File: config.mk
export PLATFORM = sky130hd
export DESIGN_NAME = mem_lsu_flat
export DESIGN_NICKNAME = d
export VERILOG_FILES = /design/src/rtl/mem_lsu_pkg.sv /design/src/rtl/mem_lsu_if.sv /design/src/rtl/mem_lsu_align.sv /design/src/rtl/mem_lsu.sv /design/src/flat_wrapper.sv
export SDC_FILE = /design/constraint.sdc
export NUM_CORES = 1
export LEC_CHECK = 0
export CORE_MARGIN = 1
export CORE_UTILIZATION = 43
export CTS_BUF_LIST = sky130_fd_sc_hd__clkbuf_8
export DETAILED_ROUTE_END_ITERATION = 8
export PLACE_DENSITY = 0.79
export SETUP_SLACK_MARGIN = 0.5
export SYNTH_ARGS = -nofsm -noshare
export SYNTH_HDL_FRONTEND = slang
export SYNTH_SLANG_ARGS = --single-unit
export TNS_END_PERCENT = 20
File: constraint.sdc
create_clock -name clk -period 2.44 [get_ports clk]
set_input_delay 0.488 -clock clk [delete_from_list [all_inputs] [get_ports clk]]
set_output_delay 0.488 -clock clk [all_outputs]
set_load 0.005 [all_outputs]
File: src/rtl/mem_lsu_pkg.sv
// Shared definitions for the MEM-stage load/store unit: memory-op encodings,
// bus size codes, the LSU state enum and small op-decoding helpers.
package mips_defs_pkg;

  localparam logic [2:0] OP_LB  = 3'd0;
  localparam logic [2:0] OP_LBU = 3'd1;
  localparam logic [2:0] OP_LH  = 3'd2;
  localparam logic [2:0] OP_LHU = 3'd3;
  localparam logic [2:0] OP_LW  = 3'd4;
  localparam logic [2:0] OP_SB  = 3'd5;
  localparam logic [2:0] OP_SH  = 3'd6;
  localparam logic [2:0] OP_SW  = 3'd7;

  localparam logic [1:0] SIZE_BYTE = 2'd0;
  localparam logic [1:0] SIZE_HALF = 2'd1;
  localparam logic [1:0] SIZE_WORD = 2'd2;

  typedef enum logic [1:0] {
    IDLE = 2'd0,
    REQ  = 2'd1,
    WAIT = 2'd2,
    DONE = 2'd3
  } lsuState_e;

  // Stores occupy the top three encodings.
  function automatic logic isStoreOp(input logic [2:0] op);
    return (op >= OP_SB);
  endfunction

  function automatic logic [1:0] sizeOf(input logic [2:0] op);
    logic [1:0] sz;
    case (op)
      OP_LB, OP_LBU, OP_SB: sz = SIZE_BYTE;
      OP_LH, OP_LHU, OP_SH: sz = SIZE_HALF;
      default:              sz = SIZE_WORD;
    endcase
    return sz;
  endfunction

endpackage

File: src/rtl/mem_lsu_if.sv
// SRAM-like data bus between the LSU (master) and the memory side (slave).
interface mem_lsu_if #(
  parameter int ADDR_W = 32
) ();
  logic              data_req;
  logic              data_wr;
  logic [1:0]        data_size;
  logic [ADDR_W-1:0] data_addr;
  logic [31:0]       data_wdata;
  logic              data_addr_ok;
  logic              data_data_ok;
  logic [31:0]       data_rdata;

  modport master (
    output data_req, data_wr, data_size, data_addr, data_wdata,
    input  data_addr_ok, data_data_ok, data_rdata
  );

  modport slave (
    input  data_req, data_wr, data_size, data_addr, data_wdata,
    output data_addr_ok, data_data_ok, data_rdata
  );
endinterface

File: src/rtl/mem_lsu_align.sv
// Combinational lane logic: bus size/direction from the op, store-data lane
// replication, and load-data extraction with sign/zero extension.
module lsu_align
  import mips_defs_pkg::*;
(
  input  logic [2:0]  op,
  input  logic [1:0]  off,
  input  logic [31:0] storeData,
  input  logic [31:0] busRdata,
  output logic [1:0]  size,
  output logic        isWrite,
  output logic [31:0] laneData,
  output logic [31:0] loadData
);

  logic [7:0]  selByte;
  logic [15:0] selHalf;

  // Size, direction and replicated store lanes.
  always_comb begin
    size     = sizeOf(op);
    isWrite  = isStoreOp(op);
    laneData = storeData;
    case (size)
      SIZE_BYTE: laneData = {4{storeData[7:0]}};
      SIZE_HALF: laneData = {2{storeData[15:0]}};
      default:   laneData = storeData;
    endcase
  end

  // Pick the addressed byte/half out of the bus word and extend it.
  always_comb begin
    selByte  = busRdata[{off, 3'b000} +: 8];
    selHalf  = off[1] ? busRdata[31:16] : busRdata[15:0];
    loadData = busRdata;
    case (op)
      OP_LB:   loadData = {{24{selByte[7]}}, selByte};
      OP_LBU:  loadData = {24'd0, selByte};
      OP_LH:   loadData = {{16{selHalf[15]}}, selHalf};
      OP_LHU:  loadData = {16'd0, selHalf};
      default: loadData = busRdata;
    endcase
  end

endmodule

File: src/rtl/mem_lsu.sv
// MEM-stage load/store unit driving a single-outstanding req/addr_ok/data_ok
// bus. Optional macro LSU_ALIGN_CHECK_EN: when defined, misaligned half/word
// accesses raise adel_o/ades_o and are not issued; when undefined, the low
// address bits are forced to natural alignment and no error is reported.
//
// state | meaning
// IDLE  | no access in flight; a valid MEM op issues its request here
// REQ   | request raised, waiting for the address phase to be accepted
// WAIT  | address accepted, waiting for the data phase
// DONE  | access finished, result held until the pipeline advances
module mem_lsu
  import mips_defs_pkg::*;
#(
  parameter int ADDR_W  = 32,
  parameter int MEMOP_W = 3
) (
  input  logic               clk,
  input  logic               rst,
  input  logic               memen,
  input  logic [MEMOP_W-1:0] memop,
  input  logic [ADDR_W-1:0]  addr,
  input  logic [31:0]        wdata,
  input  logic               pipe_stall,
  input  logic               flush,
  output logic               stall_o,
  output logic [31:0]        rdata_o,
  output logic               adel_o,
  output logic               ades_o,
  mem_lsu_if.master          bus
);

  lsuState_e         state;
  logic              drop;
  logic [2:0]        opLat;
  logic [ADDR_W-1:0] addrLat;
  logic [31:0]       wdataLat;

  logic [2:0]        opIn;
  logic              exc;
  logic [ADDR_W-1:0] alignedAddr;
  logic              inIdle;
  logic              go;
  logic [2:0]        curOp;
  logic [ADDR_W-1:0] curAddr;
  logic [31:0]       curWdata;
  logic [31:0]       loadData;
  logic [1:0]        busSize;
  logic              busWr;
  logic [31:0]       laneData;
  logic              dropNow;

  assign opIn = memop[2:0];

`ifdef LSU_ALIGN_CHECK_EN
  // Misaligned half/word accesses are reported instead of issued.
  always_comb begin
    exc = 1'b0;
    case (opIn)
      OP_LH, OP_LHU, OP_SH: exc = addr[0];
      OP_LW, OP_SW:         exc = |addr[1:0];
      default:              exc = 1'b0;
    endcase
  end

  assign alignedAddr = addr;
`else
  assign exc = 1'b0;

  // Without error reporting, round the address down to natural alignment.
  always_comb begin
    alignedAddr = addr;
    case (sizeOf(opIn))
      SIZE_HALF: alignedAddr[0]   = 1'b0;
      SIZE_WORD: alignedAddr[1:0] = 2'b00;
      default:   alignedAddr      = addr;
    endcase
  end
`endif

  assign adel_o = memen & exc & ~isStoreOp(opIn);
  assign ades_o = memen & exc &  isStoreOp(opIn);

  assign inIdle = (state == IDLE);
  assign go     = inIdle & memen & ~exc & ~flush;

  // In IDLE the bus sees the live MEM-stage op; afterwards the held copies,
  // so the request stays stable even if the pipeline inputs move.
  assign curOp    = inIdle ? opIn        : opLat;
  assign curAddr  = inIdle ? alignedAddr : addrLat;
  assign curWdata = inIdle ? wdata       : wdataLat;

  lsu_align uAlign (
    .op        (curOp),
    .off       (curAddr[1:0]),
    .storeData (curWdata),
    .busRdata  (bus.data_rdata),
    .size      (busSize),
    .isWrite   (busWr),
    .laneData  (laneData),
    .loadData  (loadData)
  );

  assign bus.data_req   = go | (state == REQ);
  assign bus.data_wr    = busWr;
  assign bus.data_size  = busSize;
  assign bus.data_addr  = curAddr;
  assign bus.data_wdata = laneData;

  // A flush arriving this cycle discards the in-flight result just like a
  // flush remembered in drop.
  assign dropNow = drop | flush;

  assign stall_o = (go | (state == REQ) | (state == WAIT)) & ~drop & ~flush;

  // Access sequencing, drop tracking, held request copies and load result.
  always_ff @(posedge clk or negedge rst) begin
    if (!rst) begin
      state    <= IDLE;
      drop     <= 1'b0;
      opLat    <= 3'd0;
      addrLat  <= '0;
      wdataLat <= 32'd0;
      rdata_o  <= 32'd0;
    end else begin
      case (state)
        IDLE: begin
          drop <= 1'b0;
          if (go) begin
            opLat    <= opIn;
            addrLat  <= alignedAddr;
            wdataLat <= wdata;
            if (bus.data_addr_ok && bus.data_data_ok) begin
              state <= DONE;
              if (!isStoreOp(opIn)) rdata_o <= loadData;
            end else if (bus.data_addr_ok) begin
              state <= WAIT;
            end else begin
              state <= REQ;
            end
          end
        end
        REQ: begin
          if (flush) drop <= 1'b1;
          if (bus.data_addr_ok) begin
            if (bus.data_data_ok) begin
              if (dropNow) begin
                state <= IDLE;
                drop  <= 1'b0;
              end else begin
                state <= DONE;
                if (!isStoreOp(opLat)) rdata_o <= loadData;
              end
            end else begin
              state <= WAIT;
            end
          end
        end
        WAIT: begin
          if (flush) drop <= 1'b1;
          if (bus.data_data_ok) begin
            if (dropNow) begin
              state <= IDLE;
              drop  <= 1'b0;
            end else begin
              state <= DONE;
              if (!isStoreOp(opLat)) rdata_o <= loadData;
            end
          end
        end
        DONE: begin
          if (!pipe_stall) state <= IDLE;
        end
        default: state <= IDLE;
      endcase
    end
  end

endmodule

File: src/flat_wrapper.sv
// flat-port wrapper written by rule: the top's interface ports become plain ports
module mem_lsu_flat import mips_defs_pkg::*;
#(
  parameter int ADDR_W  = 32,
  parameter int MEMOP_W = 3
)
  (clk, rst, memen, memop, addr, wdata, pipe_stall, flush, stall_o, rdata_o, adel_o, ades_o, bus_data_req, bus_data_wr, bus_data_size, bus_data_addr, bus_data_wdata, bus_data_addr_ok, bus_data_data_ok, bus_data_rdata);
  mem_lsu_if #(.ADDR_W(ADDR_W)) bus_i ();
  input  logic clk;
  input  logic rst;
  input  logic memen;
  input  logic [MEMOP_W-1:0] memop;
  input  logic [ADDR_W-1:0] addr;
  input  logic [31:0] wdata;
  input  logic pipe_stall;
  input  logic flush;
  output logic stall_o;
  output logic [31:0] rdata_o;
  output logic adel_o;
  output logic ades_o;
  output wire logic [$bits(bus_i.data_req)-1:0] bus_data_req;
  output wire logic [$bits(bus_i.data_wr)-1:0] bus_data_wr;
  output wire logic [$bits(bus_i.data_size)-1:0] bus_data_size;
  output wire logic [$bits(bus_i.data_addr)-1:0] bus_data_addr;
  output wire logic [$bits(bus_i.data_wdata)-1:0] bus_data_wdata;
  input wire logic [$bits(bus_i.data_addr_ok)-1:0] bus_data_addr_ok;
  input wire logic [$bits(bus_i.data_data_ok)-1:0] bus_data_data_ok;
  input wire logic [$bits(bus_i.data_rdata)-1:0] bus_data_rdata;
  assign bus_data_req = bus_i.data_req;
  assign bus_data_wr = bus_i.data_wr;
  assign bus_data_size = bus_i.data_size;
  assign bus_data_addr = bus_i.data_addr;
  assign bus_data_wdata = bus_i.data_wdata;
  assign bus_i.data_addr_ok = bus_data_addr_ok;
  assign bus_i.data_data_ok = bus_data_data_ok;
  assign bus_i.data_rdata = bus_data_rdata;
  mem_lsu #(.ADDR_W(ADDR_W), .MEMOP_W(MEMOP_W)) u_core (.clk(clk), .rst(rst), .memen(memen), .memop(memop), .addr(addr), .wdata(wdata), .pipe_stall(pipe_stall), .flush(flush), .stall_o(stall_o), .rdata_o(rdata_o), .adel_o(adel_o), .ades_o(ades_o), .bus(bus_i));
endmodule
==> summary.txt, run 1 <==
Status
  • Status: finished, violations left
  • Failing checks: negative setup slack

Finish
  • Sequential cell area: 0.002552 mm^2
  • FILL cells: 893
  • Area of the multi-input gates: 0.004130 mm^2
  • Fin util: 74.46%
  • Ant. Diodes: 0
  • Layout Area Growth over Synthesis: 68.21%
  • # nets final: about 1000
  • Share of cells above drive strength 1: between 40% and 50%

Clocking
  • CTS sink cnt: 102
  • Num CTS Buffers: 9
  • CTS tree: built
  • # hold bufs at CTS: 0
  • CTS root buf: clkbuf_8
  • Clock latency on the worst-skew pair: roughly 0.4 ns
  • Clock Path Buffers: 2
  • H-tree depth: 3
  • Clk slew on worst S/H paths: roughly 0.10 ns

GRT
  • Grt ovf: 0
  • Largest net degree at the start of global routing: 42
  • First-pass GRT wire length: between 30000 and 40000 um
  • Vias in the first global route: between 6000 and 7000
  • Initial antenna violation count: 0
  • GRT Util Overall: between 20 and 30%

Power
  • Sw Ratio: 40.12%
  • Sw Pwr: between 6 and 7 mW
  • VDD IR max: approximately 0.9 mV
  • Clk pwr share: under 10%
  • Final Total Pwr: ~16 mW
  • Power Density: approximately 1600 mW/mm^2
  • Sequential share of power: roughly a fifth
  • Static Leakage: 4.664 nW
  • Combinational power share: about three quarters
  • Internal cell power: approximately 9.9 mW

Placement
  • GPL Wtd Cong: between 0.8 and 0.9
  • HPWL Detailed: roughly 14000 um
  • Dpl ws: -0.5622 ns
  • Port Buffer Count: slightly above 200

Detailed routing
  • Drt wl/cell: around 21 um
  • Initial DRC Count: ~360
  • Post-DRT Antenna Nets: 0
  • Vias per inst: ~5.7
  • Via count: around 6000
  • Drt total wl: about 22000 um
  • 1st-pass router iterations: 6
  • DR DRC count: 0

Hold path
  • Min-Delay Path Class: primary input to asynchronous set/reset pin

Setup path
  • Crit Path Class: register to output port
  • R2r endpoint: u_core.rdata_o[15]$_DFFE_PN0P_
  • Crit path required time: a little under 2 ns
  • CP arrival: 2.38 ns
  • Worst r2r src: u_core.state[0]$_DFFE_PN0P_
  • Crit. End Element: output port
  • Crit start category: register
  • CP max FO: 6
  • Worst R2R Path Depth: 12
  • Worst reg2reg setup slack: -0.02 ns

Synth
  • Cell taking the most area after synthesis: dfrtp_1
  • EDFF count, synth: 0
  • Syn Inst Count: around 580
  • Share of the synthesized area in the top cell type: around two fifths
  • Synth Warn #: 0
  • Seq/Total Area, Yosys: between 40% and 50%
  • Commonest cells post-synth: mux2_2, dfrtp_1, mux2i_1
  • Asr flop ratio synth: 100.0%
  • Top post-synthesis cells by area: dfrtp_1, mux2_2, mux2i_1
  • FF+latch count, synth: about 100
  • Synth Area per Inst: around 11 um^2
  • Post-Synthesis Cell Area: 0.006168 mm^2
  • Library cells used by synthesis: 54
  • Most frequent cell after synthesis: mux2_2
  • Commonest register cell after synthesis: dfrtp_1

Timing
  • Tmin final: between 2 and 3 ns
  • Worst-Margin Slew: approximately 0.53 ns
  • Max-slew violation count: 0
  • Final WS setup: -0.4249 ns
  • Final hold violations: 0
  • Final setup viols: 75
  • Unrepaired setup endpoints after global routing: yes
  • Peak Freq: around 350 MHz
  • Setup_tns: -11.18 ns
  • Slew headroom: approximately 65%
  • Clock skew: 0.01577 ns
  • Final Cycle Share: 117.4%

Floorplanning
  • Std cell rows: 43
  • Die footprint: 0.01483 mm^2
  • Die Width: 121.8 um
  • Core outline area: between 0.01 and 0.015 mm^2
  • Boundary pin count: about 210
  • Die Y: ~120 um
  • Initial Utilization: ~44%

Run
  • Max-capacitance violation count: 0
==> worst max path at each step <==
| stage | depth (start not counted) | slack (ns) | startpoint | to |
|---|---|---|---|---|
| 2_1_floorplan | 8 | 0.18 | u_core.state[1]$_DFFE_PN0P_ | bus_data_wdata[10] |
| 3_3_place_gp | 7 | -0.45 | memop[1] | bus_data_wdata[20] |
| 3_5_place_dp | 7 | -0.56 | memop[1] | bus_data_wdata[22] |
| 4_1_cts | 10 | -0.35 | u_core.state[0]$_DFFE_PN0P_ | bus_data_wdata[22] |
| 5_1_grt | 11 | -0.49 | u_core.state[0]$_DFFE_PN0P_ | bus_data_wdata[24] |
| 6_report | 11 | -0.42 | u_core.state[0]$_DFFE_PN0P_ | bus_data_wdata[24] |
==> cell type report <==
| cell class | count | share of cell area [%] |
|---|---|---|
| Sequential cell | 102 | 24.60 |
| Multi-Input combinational cell | 420 | 39.80 |
| Clock inverter | 6 | 0.6150 |
| Tap cell | 180 | 2.171 |
| Inverter | 16 | 0.5788 |
| Timing Repair Buffer | 342 | 30.91 |
| Clock buffer | 10 | 1.326 |
==> power groups by stage <==
stage	combinational, mW	clock (mW)	sequential, mW
floorplan	5.12	0	2.99
global placement	9.16	0	3.03
detailed placement	9.34	0	3.08
CTS	10.6	1.15	3.12
global route	12.8	1.22	3.31
finish	12.1	1.14	3.22
==> per-layer routing <==
| metal | vias up | GRT usage [%] | wire length [um] |
|---|---|---|---|
| met5 | - | 0 | 0 |
| met4 | 0 | 10.73 | 738 |
| met3 | 68 | 7.491 | 1917 |
| met2 | 337 | 48.34 | 10990 |
| met1 | 2980 | 32.46 | 8521 |
| li1 | 2729 | - | - |
==> repair_timing <==
item                       CTS  global route
gates cloned                 3             2
setup endpoints to repair  168           170
buffers inserted            35            22
gates resized for setup    327           160
pin swaps                   26            15
==> worst max-delay path, cell delays in order (launching register included) <==
cell      delay [ns]
dfrtp_1         0.40
inv_2           0.08
ha_4            0.15
buf_12          0.13
buf_4           0.12
buf_12          0.11
buf_12          0.11
mux2i_4         0.31
nor3_4          0.08
o21ai_2         0.20
o311ai_4        0.13
buf_2           0.15
==> cell families (layout without fill, tap and decap cells) <==
kind of cell,count (synthesis),count (layout),share of synthesized area [%]
other,1,2,0.06079
adders and majority gates,5,5,1.014
buffers and inverters,59,374,5.030
DFF,102,102,41.38
xor gates and xnor gates,1,1,0.1420
AOI/OAI and AO/OA,119,119,13.63
muxes,166,167,29.53
and+or+nand+nor,126,126,9.209
==> cells in the final DEF (no fill, tap or decap), types with 10 or more instances in the layout <==
cell type,synthesis,final
mux2i_1,51,30
clkbuf_2,0,27
mux2_2,105,39
a21oi_2,10,12
clkdlybuf4s50_1,0,136
buf_4,6,85
a21oi_1,32,29
clkbuf_8,0,10
buf_12,0,13
mux2i_4,1,19
inv_2,2,11
buf_6,4,41
mux2_4,0,67
buf_2,20,29
nand2_1,36,31
nor2_1,40,39
dfrtp_1,102,102
nand3_1,16,13
==> per-stage QoR <==
step / hold WS (ns) / instance area [um^2] / std cells
2_1_floorplan: 0.1924 / 6315 / 580
3_3_place_gp: 0.4666 / 8926 / 998
3_5_place_dp: 0.4818 / 8926 / 998
4_1_cts: 0.08380 / 9864 / 1052
5_1_grt: 0.1053 / 10380 / 1076
6_report: 0.05760 / 10380 / 1076
==> flip-flops by register name, summed over array words and instances (netlist names) <==
register         flops
u_core.addrLat      32
u_core.rdata_o      32
u_core.wdataLat     32
u_core.opLat         3
u_core.state         2
u_core.drop          1
Note: power is estimated with default switching activity, not from simulation.
==> run 2, diff against run 1 <==
--- a/config.mk
+++ b/config.mk
@@ -5,10 +5,12 @@
 export SDC_FILE = /design/constraint.sdc
 export NUM_CORES = 1
 export LEC_CHECK = 0
+export CORE_ASPECT_RATIO = 0.7
 export CORE_MARGIN = 1
 export CORE_UTILIZATION = 43
 export CTS_BUF_LIST = sky130_fd_sc_hd__clkbuf_8
 export DETAILED_ROUTE_END_ITERATION = 8
+export GPL_ROUTABILITY_DRIVEN = 0
 export PLACE_DENSITY = 0.79
 export SETUP_SLACK_MARGIN = 0.5
 export SYNTH_ARGS = -nofsm -noshare
==> summary.txt, run 2 (synthesized netlist as in run 1, its figures left out) <==
Status
  • Status: finished, violations left
  • Failing checks: negative setup slack

Floorplanning
  • Die Width: approximately 150 um
  • Boundary pin count: roughly 210
  • Die footprint: between 0.01 and 0.015 mm^2
  • Initial Utilization: roughly 44%
  • Std cell rows: 36
  • Die Y: between 100 and 150 um
  • Core outline area: around 0.014 mm^2

Setup path
  • Most frequent CP cell: buf_6
  • Crit start category: register
  • Crit. End Element: output port
  • Crit path max-delay family: buffers and inverters
  • Crit path required time: between 1.5 and 2 ns
  • CP max stage delay: a little over 0.4 ns
  • Crit Path Class: register to output port
  • Buf+Inv Stages, Crit Path: 6
  • CP max FO: 6
  • Worst path slowest cell: dfrtp_1
  • CP Cell Sequence: inv_2 > ha_4 > buf_12 > mux2i_4 > nand2_2 > a21oi_4 > buf_6 > buf_6 > buf_6 > mux2i_2 > buf_2
  • CP arrival: ~2.5 ns

Timing
  • Slew headroom: between 60% and 70%
  • Worst-Margin Slew: approximately 0.56 ns
  • Peak Freq: around 340 MHz
  • Final WS setup: -0.4986 ns
  • Final hold violations: 0
  • Unrepaired setup endpoints after global routing: yes
  • Tmin final: about 2.9 ns
  • Clock skew: roughly 0.0064 ns
  • Max-slew violation count: 0
  • Final Cycle Share: 120.4%
  • Setup_tns: -16.66 ns
  • WHS: about 0.011 ns
  • Final setup viols: 67

Finish
  • # nets final: roughly 1000
  • Fin util: between 70% and 80%
  • Final Non-Filler Cells: roughly 1100
  • Share of cells above drive strength 1: a little over two fifths
  • Layout Area Growth over Synthesis: 64.14%
  • Commonest non-fill, non-tap cells in the layout: clkdlybuf4s50_1, dfrtp_1, mux2_2, buf_4, buf_6
  • Most common cell after layout, fill and taps aside: clkdlybuf4s50_1
  • FILL cells: approximately 960
  • Largest regs: u_core.addrLat: 32 flops, u_core.rdata_o: 32 flops, u_core.wdataLat: 32 flops

Clocking
  • Num CTS Buffers: 9
  • H-tree depth: 3
  • CTS tree: built
  • Clk slew on worst S/H paths: roughly 0.10 ns
  • # hold bufs at CTS: 0
  • CTS sink cnt: about 100
  • CTS root buf: clkbuf_8
  • Clock Path Buffers: 2
  • Clock latency on the worst-skew pair: between 0.3 and 0.4 ns

Placement
  • HPWL Detailed: ~15000 um
  • Port Buffer Count: 206
  • DP Cell Count: between 1000 and 1500

Detailed routing
  • Post-DRT Antenna Nets: 0
  • Drt wl/cell: 19.76 um
  • Vias per inst: 5.502
  • Via count: between 5000 and 6000
  • Drt total wl: roughly 21000 um
  • 1st-pass router iterations: 4
  • DR DRC count: 0
  • Initial DRC Count: between 300 and 400

Run
  • Max-capacitance violation count: 0

GRT
  • Grt ovf: 0
  • GRT met1 Usage: a little over a third
  • Vias in the first global route: approximately 5900
  • Largest net degree at the start of global routing: 70
  • M3 GR Usage: 8.170%
  • Grt met2 use: 43.82%
  • GRT Max-Usage Layer: met2
  • GRT Util Overall: ~28%
  • Initial antenna violation count: 2
  • First-pass GRT wire length: 31660 um

Power
  • Static Leakage: about 4.3 nW
  • Final Total Pwr: 15.95 mW
  • VDD IR max: slightly above 0.7 mV
  • Power Density: ~1600 mW/mm^2

Hold path
  • Min-Delay Path Class: primary input to asynchronous set/reset pin
-- run 2: power by group --
| part | total, mW | internal [mW] | switching (mW) |
|---|---|---|---|
| Combinational | 11.7 | 6.44 | 5.26 |
| Clock | 1.13 | 0.485 | 0.648 |
| Sequential | 3.11 | 2.57 | 0.538 |
| Total | 16.0 | 9.50 | 6.45 |
-- run 2: metrics by stage --
stage / setup slack, ns / cell area [um^2]
2_1_floorplan: 0.1772 / 6315
3_3_place_gp: -0.7428 / 9026
3_5_place_dp: -0.7523 / 9026
4_1_cts: -0.4632 / 9804
5_1_grt: -0.5944 / 10120
6_report: -0.4986 / 10120
-- run 2: worst paths after layout --
check	startpoint	depth (start not counted)	to	slack, ns
setup reg to reg	u_core.state[1]$_DFFE_PN0P_	12	u_core.rdata_o[17]$_DFFE_PN0P_	0.04
setup / recovery	u_core.state[1]$_DFFE_PN0P_	11	bus_data_wdata[22]	-0.50
hold / removal	rst	1	u_core.addrLat[2]$_DFFE_PN0P_	0.01
min in group clk	u_core.rdata_o[2]$_DFFE_PN0P_	2	u_core.rdata_o[2]$_DFFE_PN0P_	0.51
hold reg to reg	u_core.rdata_o[2]$_DFFE_PN0P_	2	u_core.rdata_o[2]$_DFFE_PN0P_	0.51
max in group asynchronous	rst	2	u_core.addrLat[5]$_DFFE_PN0P_	1.71
-- run 2: layout make-up --
cell class | instances | area [um^2] | share of cell area, %
sequential | 102 | 2552 | 25.21
timing repair buffer | 339 | 3229 | 31.90
inverter | 16 | 60.06 | 0.5932
clock buffer | 9 | 123.9 | 1.223
multi-input combinational | 419 | 3841 | 37.94
antenna | 1 | 2.502 | 0.02472
tap | 190 | 237.7 | 2.348
clock inverter | 7 | 77.57 | 0.7662
-- run 2: what timing repair did --
action,in CTS,in global routing
endpoints found under the setup margin,168,170
cloned,2,0
pin swaps,18,18
resized for setup,245,65
buffers inserted,32,12
-- run 2: per-layer routing --
metal  up-vias  part of all wire [%]
li1       2728                     -
met1      2930                    42
met2       253                    47
met3        46                   7.9
met4         2                   2.8
met5         -                 0.061
-- run 2: worst reg2reg max path, stage by stage, from the launching register on --
cell and delay (ns):
dfrtp_1 0.41, inv_2 0.08, ha_4 0.14, buf_4 0.16
buf_16 0.23, mux2i_2 0.30, a21o_2 0.16, inv_2 0.04
buf_4 0.18, nand4_1 0.17, o211ai_4 0.12, buf_12 0.18
a21oi_1 0.15
